==> config.mk <==
export PLATFORM = sky130hd
export DESIGN_NAME = sw4_debounce_unit
export DESIGN_NICKNAME = d
export VERILOG_FILES = /design/src/rtl/sw4_debounce_unit.sv
export SDC_FILE = /design/constraint.sdc
export NUM_CORES = 1
export LEC_CHECK = 0
export BUFFER_PORTS_ARGS = -buffer_cell sky130_fd_sc_hd__buf_2
export CAP_MARGIN = 20
export CELL_PAD_IN_SITES_DETAIL_PLACEMENT = 1
export CELL_PAD_IN_SITES_GLOBAL_PLACEMENT = 1
export CORE_MARGIN = 4
export CORE_UTILIZATION = 48
export CTS_BUF_LIST = sky130_fd_sc_hd__clkbuf_8
export DETAILED_ROUTE_END_ITERATION = 8
export PLACE_DENSITY_LB_ADDON = 0.1
export SLEW_MARGIN = 40
export SYNTH_ARGS = -nofsm -noshare
export SYNTH_HDL_FRONTEND = slang
export SYNTH_SLANG_ARGS = --single-unit
==> constraint.sdc <==
create_clock -name clk -period 2.1 [get_ports clk]
set_input_delay 0.105 -clock clk [delete_from_list [all_inputs] [get_ports clk]]
set_output_delay 0.105 -clock clk [all_outputs]
set_load 0.05 [all_outputs]
==> src/rtl/sw4_debounce_unit.sv <==
// SW4 debouncer: a stability counter commits the button level, and each committed press toggles
// size_flag_o while the game is idle. Optional macro BTN_SYNC_EN adds a 2-flop input synchronizer.
module sw4_debounce_unit #(
  parameter int unsigned CNT_W = 16
) (
  input  logic clk,
  input  logic rst_n,
  input  logic btn_i,
  input  logic run_flag_i,
  input  logic rtg_btn_i,
  output logic size_flag_o
);

  logic             btn_s;
  logic             btn_db_q, btn_db_d;
  logic [CNT_W-1:0] cnt_q, cnt_d;
  logic             size_flag_q, size_flag_d;
  logic             press;

`ifdef BTN_SYNC_EN
  logic [1:0] sync_q;

  always_ff @(posedge clk or negedge rst_n) begin
    if (!rst_n) begin
      sync_q <= 2'b00;
    end else begin
      sync_q <= {sync_q[0], btn_i};
    end
  end

  assign btn_s = sync_q[1];
`else
  assign btn_s = btn_i;
`endif

  // Commit only after 2**CNT_W consecutive samples that differ from the debounced level.
  always_comb begin
    cnt_d    = cnt_q;
    btn_db_d = btn_db_q;
    press    = 1'b0;
    if (btn_s == btn_db_q) begin
      cnt_d = '0;
    end else if (cnt_q == '1) begin
      btn_db_d = btn_s;
      cnt_d    = '0;
      press    = btn_s;
    end else begin
      cnt_d = cnt_q + CNT_W'(1);
    end
  end

  // Clear beats a simultaneous press; presses during a run are dropped, not queued.
  always_comb begin
    size_flag_d = size_flag_q;
    if (rtg_btn_i) begin
      size_flag_d = 1'b0;
    end else if (press && !run_flag_i) begin
      size_flag_d = ~size_flag_q;
    end
  end

  always_ff @(posedge clk or negedge rst_n) begin
    if (!rst_n) begin
      btn_db_q    <= 1'b0;
      cnt_q       <= '0;
      size_flag_q <= 1'b0;
    end else begin
      btn_db_q    <= btn_db_d;
      cnt_q       <= cnt_d;
      size_flag_q <= size_flag_d;
    end
  end

  assign size_flag_o = size_flag_q;

endmodule

**Yosys cells after proc, flatten, opt, wreduce, memory -nomap -nowiden**

Index checks and enable logic that the tools add are counted.

- Input port bits: 5
- Bits in registers: 18
- Word-level logic and storage cells: 18
- Output and inout port bits: 1

- Eq/ne operators: 2
- Add/subtract/negate cells: 1
- Reductions and logical operators: 4
- Bitwise logic cells: 2
- Multiplexer cells: 6

Operators by type and width:

| cell | number |
|---|---|
| $mux W16 | 2 |
| $add A16 B1 Y16 const B | 1 |
| $eq A16 B16 Y1 const B | 1 |
| $mux W1 | 4 |
| $not A1 Y1 | 2 |
| $reduce_and A2 Y1 | 1 |
| $reduce_bool A2 Y1 | 1 |
| $eq A1 B1 Y1 | 1 |
| $logic_and A1 B1 Y1 | 1 |
| $logic_not A1 Y1 | 1 |

**Depth between registers and ports, before layout**

Gate-level depths: netlist of the first run.

- Depth after elaboration: 6
- Mapped depth: 6
- Depth with buffers taken out: 5

**Least setup slack after synthesis of the first run**

Ideal clock, no wire load.

- Path kind: register -> register
- From: register cnt_q[0]
- To: register size_flag_q (netlist: size_flag_o)
- Stages on the path, launching flop included: 6
- Period minus slack after synthesis: 1833 ps
- Path buffers: 0
- Data required time: 2023 ps
- Library setup time: 77 ps
- Arrival: 1756 ps
- Setup slack: 267 ps
- Cells stage by stage: dfrtp_1 ha_1 nand3_1 or4_4 or3_1 a21oi_1

- Longest elaborated chain between the ends: 5

RTL lines:

| item | RTL line | RTL |
|---|---|---|
| start: declaration | 16 | `logic [CNT_W-1:0] cnt_q, cnt_d;` |
| start signal: assignment | 69 | `cnt_q <= cnt_d;` |
| $eq A16 B16 Y1 | 43 | `end else if (cnt_q == '1) begin` |
| $mux W1 | 43 |  |
| $mux W1 | 41 | `if (btn_s == btn_db_q) begin` |
| $logic_and A1 B1 Y1 | 57 | `end else if (press && !run_flag_i) begin` |
| $reduce_bool A2 Y1 (no line) | - |  |
| end signal: assignment | 70 | `size_flag_q <= size_flag_d;` |
| end: declaration | 17 | `logic size_flag_q, size_flag_d;` |

Every way passes these cells.
A chain may end at the register's enable or synchronous reset.

**Worst setup path after layout of the first run**

Same ends and word-level chain as after synthesis.

==> results of run 1 <==
## power groups by stage
stage	Sequential (uW)	Clock, uW	Combinational [uW]
floorplan	372	0	26.4
global placement	373	0	45.8
detailed placement	374	0	45.2
CTS	368	287	49.2
global route	370	303	54.2
finish	368	279	48.2
## path summary, 6_finish.rpt
kind,start,endpoint,slack [ps],depth (start not counted)
setup / recovery,cnt_q[0]$_DFF_PN0_,size_flag_o$_DFFE_PN0P_,170,5
hold / removal,btn_i,btn_db_q$_DFFE_PN0P_,140,2
setup reg to reg,cnt_q[0]$_DFF_PN0_,size_flag_o$_DFFE_PN0P_,170,5
hold reg to reg,cnt_q[0]$_DFF_PN0_,cnt_q[0]$_DFF_PN0_,490,1
max in group asynchronous,rst_n,btn_db_q$_DFFE_PN0P_,1490,2
min in group asynchronous,rst_n,cnt_q[11]$_DFF_PN0_,320,2
## cell type report
class	count	area (um2)
repair buffers	10	67.6
clock buffers	4	55.1
fillers	200	708
flip-flops and latches	18	450
multi-input cells	67	429
well taps	25	31.3
inverters	1	3.75
## placed cells by master (no fill, tap or decap)
master                          count
sky130_fd_sc_hd__a21oi_1            3
sky130_fd_sc_hd__and3_1             1
sky130_fd_sc_hd__and3_2             2
sky130_fd_sc_hd__and4_2             1
sky130_fd_sc_hd__buf_2              5
sky130_fd_sc_hd__buf_4              3
sky130_fd_sc_hd__clkbuf_8           4
sky130_fd_sc_hd__dfrtp_1           18
sky130_fd_sc_hd__dlygate4sd3_1      2
sky130_fd_sc_hd__ha_1               1
sky130_fd_sc_hd__inv_1              1
sky130_fd_sc_hd__mux2_2             1
sky130_fd_sc_hd__mux2i_1            1
sky130_fd_sc_hd__nand2_1            6
sky130_fd_sc_hd__nand2b_1           1
sky130_fd_sc_hd__nand3_1            7
sky130_fd_sc_hd__nand4_1            5
sky130_fd_sc_hd__nand4_4            1
sky130_fd_sc_hd__nor2_1            13
sky130_fd_sc_hd__nor3_1             2
sky130_fd_sc_hd__nor4_1             2
sky130_fd_sc_hd__o21ai_0            2
sky130_fd_sc_hd__o31ai_1            1
sky130_fd_sc_hd__or3_1              2
sky130_fd_sc_hd__or3_2              1
sky130_fd_sc_hd__or4_1              1
sky130_fd_sc_hd__or4_4              1
sky130_fd_sc_hd__xnor2_1            5
sky130_fd_sc_hd__xor2_1             7
## metrics by stage
step | hold slack, ps | setup WS, ps | power, uW
3_3_place_gp | 49.8 | 285 | 419
3_5_place_dp | 55.2 | 192 | 419
4_1_cts | 134 | 170 | 704
2_1_floorplan | -191 | 267 | 398
6_report | 139 | 171 | 695
5_1_grt | 136 | 43.4 | 727
## sequential cells by signal (all words and copies together) (netlist names)
signal and count:
size_flag_o 1, btn_db_q 1, cnt_q 16
## routing by layer
layer  wire length, um  vias up  GRT usage [%]  share of wire [%]
li1                  -      336              -                  -
met1               813      342           19.7                 44
met2               958        9           28.8                 52
met3                50        2           3.79                2.7
met4                20        0           8.97                1.1
met5                 0        -              0                  0
## cell families after synthesis
| logic type | count (synthesis) |
|---|---|
| and+or+nand+nor | 46 |
| DFF | 18 |
| xor gates and xnor gates | 12 |
| AOI/OAI and AO/OA | 6 |
| buffers and inverters | 3 |
| muxes | 2 |
| adders and majority gates | 1 |
## worst max-delay path, cell delays in order (launching register included)
cell and delay (ps):
sky130_fd_sc_hd__dfrtp_1 390, sky130_fd_sc_hd__ha_1 260, sky130_fd_sc_hd__nand3_1 130, sky130_fd_sc_hd__or4_4 570, sky130_fd_sc_hd__or3_1 370, sky130_fd_sc_hd__a21oi_1 150
## repair_timing
item | 4_1_cts | 5_1_grt
buffers inserted | 0 | 0
hold endpoints to repair | 19 | 0
hold buffers | 2 | 0
==> summary.txt, run 1 <==
OUTCOME
-------------------------------------------------------------------------------------
Outcome ................................................................    completed

POWER AND IR DROP
-------------------------------------------------------------------------------------
Int Power ..............................................................       543 uW
Portion of total power attributed to sequential cells ..................        52.9%
Worst IR drop on VDD ...................................................     0.418 mV
Switch Pwr .............................................................       152 uW
Power density cells ....................................................   670 nW/um2
Net switching share of the total power .................................        21.9%
Leakage power of the design ............................................  0.000455 uW
Combinational cell fraction of total power .............................         6.9%
Clock Power Share ......................................................        40.1%

CELLS AND AREA
-------------------------------------------------------------------------------------
Fraction of layout cells with a size suffix above 1 ....................        19.0%
Area growth from synthesis to final layout .............................        16.3%
Non-filler cells in the finished layout ................................          125
Layout Cell Area excl Fill .............................................     1040 um2
Antenna cells ..........................................................            0
Nets@finish ............................................................          107
Final core area utilization ............................................        59.4%

DIE
-------------------------------------------------------------------------------------
Die Area ...............................................................     2610 um2
Initial cell density of the core .......................................        51.1%
Number of I/O pins .....................................................            6
Die height .............................................................      51.1 um
Chip Width .............................................................      51.1 um
Rows ...................................................................           15
Placeable core area ....................................................     1750 um2

YOSYS
-------------------------------------------------------------------------------------
Mapped Cells ...........................................................           88
Flip-flop and latch count after synthesis ..............................           18
Synthesized netlist net count ..........................................           94
Multiplexer area fraction after synthesis ..............................        2.38%
Combinational family with the most area after synthesis ................ simple AND/OR/NAND/NOR gates
Fraction of post-synthesis cell area in the top cell type by area ......        50.5%
Largest area contributor in the netlist ................................ sky130_fd_sc_hd__dfrtp_1
Most common cell in the netlist ........................................ sky130_fd_sc_hd__dfrtp_1
Fraction of registers with async set or reset after synthesis ..........         100%
Share of synthesized area occupied by flip-flops and latches ...........        50.5%
Commonest cells in the synthesized netlist ............................. 18 x sky130_fd_sc_hd__dfrtp_1, 13 x sky130_fd_sc_hd__nor2_1, 7 x sky130_fd_sc_hd__nand3_1, 7 x sky130_fd_sc_hd__xor2_1, 6 x sky130_fd_sc_hd__nand2_1
Most instantiated flip-flop cell in the synthesis netlist .............. sky130_fd_sc_hd__dfrtp_1
Synth area leaders ..................................................... sky130_fd_sc_hd__dfrtp_1 50%, sky130_fd_sc_hd__xor2_1 6.9%, sky130_fd_sc_hd__nor2_1 5.5%
Netlist Area Pre-Place .................................................      892 um2
Fraction of the mapped netlist area in adder cells .....................        1.40%
Average cell area after synthesis ......................................     10.1 um2
Total number of yosys warnings .........................................            0
Complex-gate fraction of the synthesized area ..........................        3.65%
Number of flops mapped to enable cells by yosys ........................            0
Parity-gate share of the synthesized area counting xor and xnor cells ..        11.8%
Distinct cell type count after synthesis ...............................           27
Post-synthesis share of cell area spent on and, or, nand and nor gates .        28.9%

PLACE
-------------------------------------------------------------------------------------
GPL Wtd Cong ...........................................................        0.854
Area after DPL .........................................................      962 um2
Number of placed cells counting well taps ..............................          119
Number of buffers added on ports .......................................            5
Placed wire-length estimate ............................................      1290 um

DRT
-------------------------------------------------------------------------------------
DRT iter0 DRCs .........................................................            4
Antenna-violating nets left ............................................            0
Total routed wirelength ................................................      1840 um
DRC violations left ....................................................            0
Drt via density ........................................................         5.51
Average routed wire per standard cell ..................................      14.7 um
Total iterations of the first detailed-routing run .....................            4
Via count of the routed design .........................................          689

STA
-------------------------------------------------------------------------------------
Final Skew .............................................................      1.76 ps
Setup repair after global routing missed its margin ....................        false
Fin crit share .........................................................        91.9%
Worst-Margin Slew ......................................................       409 ps
Final hold vios ........................................................            0
Number of max-slew violations in the final report ......................            0
Fmax ...................................................................      518 MHz
Sum of negative setup slack ............................................         0 ps
Slew HR ................................................................        72.7%
Clock period minus worst slack .........................................      1930 ps
Setup-violating endpoint count in the final report .....................            0

GLOBAL ROUTE
-------------------------------------------------------------------------------------
Largest net degree at the start of global routing ......................           19
Vias in the first global route .........................................          715
Global-route wire length before repair .................................      3190 um
Final global-route overflow total ......................................            0
Global-route usage over all layers .....................................        16.9%
Number of antenna violations at the first check in global routing ......            0

JOB
-------------------------------------------------------------------------------------
Total of max-cap violations ............................................            0

CTS
-------------------------------------------------------------------------------------
Worst-skew pair later-pin latency ......................................       250 ps
Cell at the root of the clock tree ..................................... sky130_fd_sc_hd__clkbuf_8
Clk buf depth ..........................................................            2
Resize count post-CTS ..................................................            0
Number of H-tree levels ................................................            1
Count of clock tree sinks ..............................................           18
Clock tree from TritonCTS ..............................................        built
Clock-pin transition on the worst setup and hold timing paths ..........        70 ps
Total CTS buffers ......................................................            3

WORST SETUP PATH
-------------------------------------------------------------------------------------
Kind of start point of the critical path ...............................     register
Type of element capturing the critical path ............................     register
Type of the worst setup path ...........................................      reg2reg
Arr. time, crit path ...................................................      2110 ps
CP required ............................................................      2280 ps
Worst Path Max Fanout ..................................................            5

MIN PATH
-------------------------------------------------------------------------------------
Worst min-delay path class .............................................       in2reg

Note: power is estimated with default switching activity, not from simulation.
==> run 2, diff against run 1 <==
- BUFFER_PORTS_ARGS: -buffer_cell sky130_fd_sc_hd__buf_2 -> not set
- CORE_MARGIN: 4 -> 2
- CORE_UTILIZATION: 48 -> 49
- DONT_BUFFER_PORTS: not set -> 1
==> summary.txt, run 2 (synthesized netlist as in run 1, its figures left out) <==
WORST SETUP PATH
--------------------------------------------------------------------------------
Worst Path Max Fanout .............................................            5   unchanged
Type of the worst setup path ......................................      reg2reg   unchanged
Arr. time, crit path ..............................................      2090 ps   was 2110 ps
Depth of the worst register-to-register path ......................            5   unchanged
Crit Reg-Reg Endpoint ............................................. size_flag_o$_DFFE_PN0P_   unchanged
Slowest library cell on the worst path ............................ sky130_fd_sc_hd__or4_4   unchanged
Type of element capturing the critical path .......................     register   unchanged
Crit-path max cell delay ..........................................       570 ps   about the same
Minimum setup slack among reg-to-reg paths ........................       180 ps   was 170 ps
CP required .......................................................      2280 ps   about the same
Worst path cell trace ............................................. ha_1 -> nand3_1 -> or4_4 -> or3_1 -> a21oi_1   unchanged
RR Startpoint ..................................................... cnt_q[0]$_DFF_PN0_   unchanged
Critical path's top delay family .................................. simple AND/OR/NAND/NOR gates   unchanged
Kind of start point of the critical path ..........................     register   unchanged
Buffers & Inverters on Critical Path ..............................            0   unchanged

POWER AND IR DROP
--------------------------------------------------------------------------------
Total power .......................................................       650 uW   was 695 uW
Worst IR drop on VDD ..............................................     0.485 mV   was 0.418 mV
Leakage power of the design .......................................  0.000435 uW   was 0.000455 uW
Power density cells ...............................................   643 nW/um2   was 670 nW/um2

CELLS AND AREA
--------------------------------------------------------------------------------
Leading cell type in the layout, fill and taps excluded ........... sky130_fd_sc_hd__dfrtp_1   unchanged
Antenna cells .....................................................            0   unchanged
Register with the highest flop count ..............................        cnt_q   unchanged
Most used cells in the layout excluding fill and tap cells ........ 18 x sky130_fd_sc_hd__dfrtp_1, 13 x sky130_fd_sc_hd__nor2_1, 7 x sky130_fd_sc_hd__xor2_1, 7 x sky130_fd_sc_hd__nand3_1, 6 x sky130_fd_sc_hd__nand2_1   unchanged
Area growth from synthesis to final layout ........................        13.3%   was 16.3%
Fraction of layout cells with a size suffix above 1 ...............        15.6%   was 19.0%
Max reg flops .....................................................           16   unchanged
Nets@finish .......................................................          104   was 107

CTS
--------------------------------------------------------------------------------
Resize count post-CTS .............................................            0   unchanged
Clock-pin transition on the worst setup and hold timing paths .....        60 ps   was 70 ps
Cell at the root of the clock tree ................................ sky130_fd_sc_hd__clkbuf_8   unchanged
Count of clock tree sinks .........................................           18   unchanged
Clk buf depth .....................................................            2   unchanged
Total CTS buffers .................................................            3   unchanged
Number of buffers added for setup after CTS .......................            0   unchanged
Number of H-tree levels ...........................................            1   unchanged
Count of hold buffers inserted by post-cts repair .................            2   unchanged
Worst-skew pair later-pin latency .................................       250 ps   about the same
Clock tree from TritonCTS .........................................        built   unchanged

STA
--------------------------------------------------------------------------------
Fin crit share ....................................................        91.2%   was 91.9%
Slew HR ...........................................................        65.6%   was 72.7%
Final hold vios ...................................................            0   unchanged
Sum of negative setup slack .......................................         0 ps   unchanged
Number of max-slew violations in the final report .................            0   unchanged
Setup repair after global routing missed its margin ...............        false   unchanged
Setup-violating endpoint count in the final report ................            0   unchanged
Fmax ..............................................................      522 MHz   was 518 MHz
Final Skew ........................................................     0.676 ps   was 1.76 ps
Clock period minus worst slack ....................................      1920 ps   was 1930 ps
Worst-Margin Slew .................................................       516 ps   was 409 ps

DRT
--------------------------------------------------------------------------------
DRC violations left ...............................................            0   unchanged
Via count of the routed design ....................................          675   was 689
Drt via density ...................................................         5.58   was 5.51
Average routed wire per standard cell .............................      16.0 um   was 14.7 um
DRT iter0 DRCs ....................................................            5   was 4
Antenna-violating nets left .......................................            0   unchanged
Total iterations of the first detailed-routing run ................            4   unchanged
Total routed wirelength ...........................................      1930 um   was 1840 um

DIE
--------------------------------------------------------------------------------
Die Area ..........................................................     2180 um2   was 2610 um2
Die height ........................................................      46.7 um   was 51.1 um
Placeable core area ...............................................     1730 um2   was 1750 um2
Rows ..............................................................           15   unchanged
Chip Width ........................................................      46.7 um   was 51.1 um
Number of I/O pins ................................................            6   unchanged
Initial cell density of the core ..................................        51.7%   was 51.1%

GLOBAL ROUTE
--------------------------------------------------------------------------------
Global-route usage over all layers ................................        22.0%   was 16.9%
Vias in the first global route ....................................          714   was 715
Number of antenna violations at the first check in global routing .            0   unchanged
Largest net degree at the start of global routing .................           19   unchanged
Global-route wire length before repair ............................      3190 um   unchanged
Final global-route overflow total .................................            0   unchanged

OUTCOME
--------------------------------------------------------------------------------
Outcome ...........................................................    completed   unchanged

MIN PATH
--------------------------------------------------------------------------------
Endpoint of the worst hold path ................................... btn_db_q$_DFFE_PN0P_   unchanged
Worst Hold Depth ..................................................            1   was 2
Worst min-delay path class ........................................       in2reg   unchanged
Startpoint of the lowest-slack hold path ..........................        btn_i   unchanged

PLACE
--------------------------------------------------------------------------------
GPL Wtd Cong ......................................................        0.816   was 0.854
Placed wire-length estimate .......................................      1390 um   was 1290 um
Number of buffers added on ports ..................................            0   was 5

JOB
--------------------------------------------------------------------------------
Total of max-cap violations .......................................            0   unchanged

-- run 2: per-layer routing --
layer,routed length [um],up-vias,share of wire [%],global-route usage [%]
met4,43,0,2.2,11.7
met1,879,332,45,26.6
met3,28,5,1.4,3.53
met5,0,-,0,0
met2,983,5,51,37.2
li1,-,333,-,-
-- run 2: worst register-to-register path: cells and delay by family, from the launching register on --
family,cells,cell delay (ps)
flops,1,380
compound gates,1,140
simple gates,3,1060
fa+ha+maj,1,260
-- run 2: layout make-up --
cell class | instances | area, um2
Multi-Input combinational cell | 67 | 429
Timing Repair Buffer | 7 | 55.1
Sequential cell | 18 | 450
Clock buffer | 3 | 41.3
Inverter | 1 | 3.75
Tap cell | 25 | 31.3
Fill cell | 200 | 716
-- run 2: report_power, final --
group          internal (uW)  switching [uW]
combinational           20.5            28.2
sequential               357            11.7
clock                    127             105
total                    505             145
-- run 2: worst max-delay path by stage --
stage / cells after the start / slack (ps) / end / from
after floorplan: 5 / 270 / size_flag_o$_DFFE_PN0P_ / cnt_q[0]$_DFF_PN0_
after global placement: 5 / 300 / size_flag_o$_DFFE_PN0P_ / cnt_q[0]$_DFF_PN0_
after detailed placement: 5 / 200 / size_flag_o$_DFFE_PN0P_ / cnt_q[0]$_DFF_PN0_
after CTS: 5 / 190 / size_flag_o$_DFFE_PN0P_ / cnt_q[0]$_DFF_PN0_
after global routing: 5 / 90 / size_flag_o$_DFFE_PN0P_ / cnt_q[0]$_DFF_PN0_
final: 5 / 180 / size_flag_o$_DFFE_PN0P_ / cnt_q[0]$_DFF_PN0_
-- run 2: stage by stage --
stage	hold WS (ps)	setup slack, ps	utilization, %	cell area [um2]	cells
after floorplan	-191	267	-	892	88
after global placement	-190	297	54.7	945	115
after detailed placement	-190	205	54.7	945	115
after CTS	9.07	190	58.3	1010	120
after global routing	6.77	86.0	58.6	1010	121
final	14.9	185	58.6	1010	121
